File: src/rtl/cpu_types_pkg.sv
// Shared CPU-wide scalar types.
package cpu_types_pkg;
  localparam int WORD_W = 32;
  typedef logic [WORD_W-1:0] word_t;
endpackage

File: src/rtl/dcache_pkg.sv
// Data cache types: FSM states, frame layout and address-split helpers.
package dcache_pkg;
  import cpu_types_pkg::*;

  localparam int BLK_OFF_BIT = 2;
  localparam int IDX_LSB     = 3;
  // Widest tag occurs at the smallest legal index width (1 bit).
  localparam int TAG_MAX_W   = WORD_W - IDX_LSB - 1;

  typedef logic [TAG_MAX_W-1:0] tag_t;

  typedef enum logic [3:0] {
    IDLE, WB0, WB1, LD0, LD1, FCHK, FWB0, FWB1, HALTED
  } dcache_state_t;

  typedef struct packed {
    logic        valid;
    logic        dirty;
    tag_t        tag;
    word_t [1:0] word;
  } dcache_frame_t;

  function automatic tag_t addr_tag(input word_t addr, input int idx_w);
    return tag_t'(addr >> (IDX_LSB + idx_w));
  endfunction

  function automatic word_t block_addr(input tag_t tag, input word_t idx,
                                       input int idx_w, input logic off);
    return (word_t'(tag) << (IDX_LSB + idx_w)) | (idx << IDX_LSB) |
           (word_t'(off) << BLK_OFF_BIT);
  endfunction
endpackage

File: src/rtl/dcache_frames.sv
// Direct-mapped frame array: combinational read port, one registered write port.
module dcache_frames
  import cpu_types_pkg::*;
  import dcache_pkg::*;
#(
  parameter int SETS = 8,
  localparam int IDX_W = $clog2(SETS)
) (
  input  logic             CLK,
  input  logic             nRST,
  input  logic [IDX_W-1:0] rd_idx,
  output dcache_frame_t    rd_frame,
  input  logic             wr_en,
  input  logic [IDX_W-1:0] wr_idx,
  input  dcache_frame_t    wr_frame
);
  logic [SETS-1:0] valid_q, valid_d;
  logic [SETS-1:0] dirty_q, dirty_d;
  tag_t            tag_mem  [SETS];
  word_t [1:0]     word_mem [SETS];

  always_comb begin
    rd_frame.valid = valid_q[rd_idx];
    rd_frame.dirty = dirty_q[rd_idx];
    rd_frame.tag   = tag_mem[rd_idx];
    rd_frame.word  = word_mem[rd_idx];
  end

  always_comb begin
    valid_d = valid_q;
    dirty_d = dirty_q;
    if (wr_en) begin
      valid_d[wr_idx] = wr_frame.valid;
      dirty_d[wr_idx] = wr_frame.dirty;
    end
  end

  always_ff @(posedge CLK) begin
    if (nRST) begin
      valid_q <= '0;
      dirty_q <= '0;
    end else begin
      valid_q <= valid_d;
      dirty_q <= dirty_d;
    end
  end

  // NOTE: tag/data storage is deliberately not reset; the valid bits gate every use of it.
  always_ff @(posedge CLK) begin
    if (wr_en) begin
      tag_mem[wr_idx]  <= wr_frame.tag;
      word_mem[wr_idx] <= wr_frame.word;
    end
  end
endmodule

File: src/rtl/dcache_responder.sv
// Direct-mapped write-back data cache: serves dmemREN/dmemWEN, refills and flushes over dREN/dWEN.
module dcache_responder
  import cpu_types_pkg::*;
  import dcache_pkg::*;
#(
  parameter int SETS = 8,
  localparam int IDX_W = $clog2(SETS)
) (
  input  logic  CLK,
  input  logic  nRST,
  input  logic  halt,
  input  logic  dmemREN,
  input  logic  dmemWEN,
  input  word_t dmemaddr,
  input  word_t dmemstore,
  output logic  dhit,
  output word_t dmemload,
  output logic  flushed,
  output logic  dREN,
  output logic  dWEN,
  output word_t daddr,
  output word_t dstore,
  input  word_t dload,
  input  logic  dwait
);
  localparam logic [IDX_W:0] LAST_IDX = (IDX_W + 1)'(SETS - 1);

  dcache_state_t    state_q, state_d;
  logic [IDX_W:0]   flush_idx_q, flush_idx_d;
  logic [IDX_W-1:0] req_idx, frame_idx;
  tag_t             req_tag;
  logic             blkoff;
  dcache_frame_t    rd_frame, wr_frame;
  logic             wr_en;

  assign req_idx = dmemaddr[IDX_LSB +: IDX_W];
  assign req_tag = addr_tag(dmemaddr, IDX_W);
  assign blkoff  = dmemaddr[BLK_OFF_BIT];
  // The flush walks its own index; everything else follows the held request.
  assign frame_idx = (state_q inside {FCHK, FWB0, FWB1}) ? flush_idx_q[IDX_W-1:0] : req_idx;

  dcache_frames #(.SETS(SETS)) u_frames (
    .CLK      (CLK),
    .nRST     (nRST),
    .rd_idx   (frame_idx),
    .rd_frame (rd_frame),
    .wr_en    (wr_en),
    .wr_idx   (frame_idx),
    .wr_frame (wr_frame)
  );

  // NOTE: every output of this block gets a default first, so no path can infer a latch.
  always_comb begin
    state_d     = state_q;
    flush_idx_d = flush_idx_q;
    dhit        = 1'b0;
    dmemload    = '0;
    flushed     = 1'b0;
    dREN        = 1'b0;
    dWEN        = 1'b0;
    daddr       = '0;
    dstore      = '0;
    wr_en       = 1'b0;
    wr_frame    = rd_frame;

    case (state_q)
      IDLE: begin
        if (halt) begin
          state_d     = FCHK;
          flush_idx_d = '0;
        end else if (dmemREN || dmemWEN) begin
          if (rd_frame.valid && rd_frame.tag == req_tag) begin
            dhit = 1'b1;
            if (dmemWEN) begin
              wr_en                 = 1'b1;
              wr_frame.word[blkoff] = dmemstore;
              wr_frame.dirty        = 1'b1;
            end else begin
              dmemload = rd_frame.word[blkoff];
            end
          end else begin
            state_d = (rd_frame.valid && rd_frame.dirty) ? WB0 : LD0;
          end
        end
      end
      WB0, FWB0: begin
        dWEN   = 1'b1;
        daddr  = block_addr(rd_frame.tag, word_t'(frame_idx), IDX_W, 1'b0);
        dstore = rd_frame.word[0];
        if (!dwait) state_d = (state_q == WB0) ? WB1 : FWB1;
      end
      WB1, FWB1: begin
        dWEN   = 1'b1;
        daddr  = block_addr(rd_frame.tag, word_t'(frame_idx), IDX_W, 1'b1);
        dstore = rd_frame.word[1];
        if (!dwait) begin
          if (state_q == WB1) begin
            state_d = LD0;
          end else begin
            wr_en          = 1'b1;
            wr_frame.dirty = 1'b0;
            if (flush_idx_q == LAST_IDX) begin
              state_d = HALTED;
            end else begin
              flush_idx_d = flush_idx_q + (IDX_W + 1)'(1);
              state_d     = FCHK;
            end
          end
        end
      end
      LD0: begin
        dREN  = 1'b1;
        daddr = block_addr(req_tag, word_t'(frame_idx), IDX_W, 1'b0);
        if (!dwait) begin
          wr_en            = 1'b1;
          wr_frame.word[0] = dload;
          state_d          = LD1;
        end
      end
      LD1: begin
        dREN  = 1'b1;
        daddr = block_addr(req_tag, word_t'(frame_idx), IDX_W, 1'b1);
        if (!dwait) begin
          wr_en            = 1'b1;
          wr_frame.word[1] = dload;
          wr_frame.tag     = req_tag;
          wr_frame.valid   = 1'b1;
          wr_frame.dirty   = 1'b0;
          state_d          = IDLE;
        end
      end
      FCHK: begin
        if (rd_frame.valid && rd_frame.dirty) begin
          state_d = FWB0;
        end else if (flush_idx_q == LAST_IDX) begin
          state_d = HALTED;
        end else begin
          flush_idx_d = flush_idx_q + (IDX_W + 1)'(1);
        end
      end
      HALTED:  flushed = 1'b1;
      default: state_d = IDLE;
    endcase
  end

  // NOTE: state registers use non-blocking assignments so every flop samples pre-edge values.
  always_ff @(posedge CLK) begin
    if (nRST) begin
      state_q     <= IDLE;
      flush_idx_q <= '0;
    end else begin
      state_q     <= state_d;
      flush_idx_q <= flush_idx_d;
    end
  end
endmodule

File: config.mk
export PLATFORM = sky130hd
export DESIGN_NAME = dcache_responder
export DESIGN_NICKNAME = d
export VERILOG_FILES = /design/src/rtl/cpu_types_pkg.sv /design/src/rtl/dcache_pkg.sv /design/src/rtl/dcache_frames.sv /design/src/rtl/dcache_responder.sv
export SDC_FILE = /design/constraint.sdc
export NUM_CORES = 1
export LEC_CHECK = 0
export CAP_MARGIN = 20
export CORE_MARGIN = 1
export CORE_UTILIZATION = 48
export DETAILED_ROUTE_END_ITERATION = 10
export PLACE_DENSITY = 0.65
export SLEW_MARGIN = 25
export SYNTH_ARGS = -nofsm -noshare
export SYNTH_HDL_FRONTEND = slang
export SYNTH_SLANG_ARGS = --single-unit
export TNS_END_PERCENT = 10
File: constraint.sdc
create_clock -name CLK -period 33.9 [get_ports CLK]
set_input_delay 6.78 -clock CLK [delete_from_list [all_inputs] [get_ports CLK]]
set_output_delay 6.78 -clock CLK [all_outputs]
set_load 0.02 [all_outputs]
==> flow_summary.ini <==
[status]
outcome = finished, final reports clean

[cells_and_area]
drive_gt1_share_pct = 10.3
final.fill_count = 5608
syn2layout_area_growth_pct = 15.8
nets = 2880
layout_commonest_cell = edfxtp_1
final_cell_mix = edfxtp_1, nand2_1, clkdlybuf4s50_1
postLayoutCoreUtil_pct = 56.6

[timing]
relSlewSlack_pct = 22.8
fin_crit_sh_pct = 58.2
fmax_ghz = 0.0507
fin_crit_ns = 19.73
finalHoldViolCount = 0
slew_viol_final = 0
finalClockSkew_ns = 0.0224
tns_ns = 0
holdWs_ns = 0.468
rsz0062_at_grt = no
worst_pin_slew_ns = 1.16
setup_violations = 0

[drt]
wl_per_cell_microns = 29.5
drc = 0
viasPerCell = 6.78
first_iter_violations = 3643
final_antenna_net_count = 0
drtPass1Iterations = 6
postRouteWirelength_mm = 111
vias = 25600

[die]
die_h_microns = 270
die_x_microns = 270
ios = 202
rows = 97
core_area_sq_um = 70500
dieArea_sq_um = 72900
initial_utilization_pct = 48.9

[pwr]
power.density_nw_per_um2 = 79.8
irDropWorstVdd_uv = 65.8
swShare_pct = 34.8
intPower_uw = 2080
power_switching_uw = 1110
power_frac_clock_pct = 27.0
power.leakage_uw = 0.0133
comb_power_share_pct = 33.0
seq_power_share_pct = 40.1

[yosys]
postSynthCellCount = 2639
yosysTopAreaCell = edfxtp_1
async_flop_share_pct = 0
ys_types = 87
netlist_area_sq_um = 34500
synth-main-ff-cell = edfxtp_1
synth_edf_count = 736
synth_seq_area_share_pct = 65.5
synth_top_area_share_pct = 64.1
synth_top_cells_by_area = edfxtp_1, a222oi_1, nand2_1, mux2i_1, o21ai_0
synth_warnings = 0
avgSynthCellArea_sq_um = 13.1
synth-seq-cells = 760

[clock_network]
cts_sinks = 760
ctsHoldBuffers = 0
cts_resized = 0
cts_tree = built
cts_setup_buffers = 0
clk_latency_ns = 0.63
cts_buffer_depth = 3
h-tree-depth = 3
clkSlewWorstSetupHoldPaths_ns = 0.06
root_buffer = clkbuf_16
cts_made_buffers = 77

[setup_path]
cp_max_fo = 33
worst-setup-path-type = in2out
start_kind = primary input
worstPathArrival_ns = 12.95
crit_required_ns = 27.12
worst_setup_path_end_kind = output port

[placed_design]
place_congestion = 0.860
portBuffers = 197
dp_hpwl_mm = 61.9

[job]
maxCapViolCount = 0

[global_routing]
grt-ovfl-total = 0
grt_pass1_vias = 25000
grt_max_degree = 74
grt_pass1_wl_mm = 162
antenna_found_initial = 7
track_usage_pct = 29.9

[worst_hold_path]
min_path_type = reg2reg
layout make-up:
| class | instances | area (sq um) | share of cell area, % |
|---|---|---|---|
| Tap cell | 940 | 1180 | 2.95 |
| Multi-Input combinational cell | 1635 | 11000 | 27.5 |
| Sequential cell | 760 | 22600 | 56.6 |
| Clock buffer | 99 | 2130 | 5.34 |
| Inverter | 35 | 139 | 0.348 |
| Timing Repair Buffer | 268 | 2490 | 6.24 |
| Clock inverter | 40 | 407 | 1.02 |
| Antenna cell | 1 | 2.50 | 0.00627 |
logic make-up after synthesis:
kind of cell	synth area share [%]
compound gates	17.1
flops	65.5
simple gates	10.0
buf+inv	3.06
mux	4.01
xor+xnor	0.203
fa+ha+maj	0.0363
other cells	0.0109
worst max-delay path: stages:
cell and delay (ns):
clkdlybuf4s50_1 0.85, nor2b_1 0.27, o21ai_2 0.10, nand2_2 0.15
buf_4 0.45, buf_4 0.59, a32oi_1 0.28, and3b_1 0.26
a211oi_1 0.43, and4_1 0.37, nand4_1 0.40, or2_1 0.41
nor3b_4 0.17, buf_4 0.39, o211a_1 0.36, clkdlybuf4s50_1 0.65
routing by layer:
metal | vias up | GRT usage, % | wire (microns)
li1 | 10900 | - | -
met1 | 12700 | 40.3 | 43500
met2 | 1782 | 47.2 | 51300
met3 | 267 | 6.30 | 13000
met4 | 10 | 12.3 | 3710
met5 | - | 0 | 50
per-stage QoR:
| step | instance area (sq um) | setup WS [ns] | cells | total power, uW |
|---|---|---|---|---|
| 2_1_floorplan | 34500 | 17.35 | 2640 | 1910 |
| 3_3_place_gp | 37400 | 14.53 | 3637 | 2280 |
| 3_5_place_dp | 37400 | 14.46 | 3637 | 2310 |
| 4_1_cts | 39900 | 14.44 | 3776 | 3160 |
| 5_1_grt | 39900 | 14.13 | 3777 | 3280 |
| 6_report | 39900 | 14.17 | 3778 | 3190 |
sequential cells by signal, summed over array words and instances (netlist names):
signal and cells:
u_frames.word_mem 512, u_frames.dirty_q 8, flush_idx_q 4, u_frames.tag_mem 224, u_frames.valid_q 8, state_q 4
path summary, 6_finish.rpt:
check | from | endpoint | slack, ns | cells past startpoint
worst max-delay path | dmemaddr[5] | dmemload[12] | 14.17 | 16
worst min-delay path | u_frames.dirty_q[5] | u_frames.dirty_q[5] | 0.47 | 2
worst max register to register | state_q[1] | u_frames.word_mem[5][15] | 25.83 | 14
worst min register to register | u_frames.dirty_q[5] | u_frames.dirty_q[5] | 0.47 | 2
power by group through the flow:
stage / clock, uW / sequential, uW / combinational (uW)
3_5_place_dp: 0 / 1300 / 1020
3_3_place_gp: 0 / 1290 / 985
6_report: 859 / 1280 / 1050
4_1_cts: 864 / 1280 / 1020
2_1_floorplan: 0 / 1280 / 626
5_1_grt: 900 / 1280 / 1100
cell usage after synthesis, types with 46 or more instances:
cell and number:
a21oi_1 77, nor2_1 95, o22ai_1 72, o21ai_0 148, clkbuf_1 128, nor3_1 72, mux2i_1 83, edfxtp_1 736
a222oi_1 108, nand2b_1 65, a22oi_1 61, mux2_2 49, nand3_1 54, and3_1 46, nand2_1 233, a211oi_1 60
No activity file was read; power rests on OpenSTA's default activity.
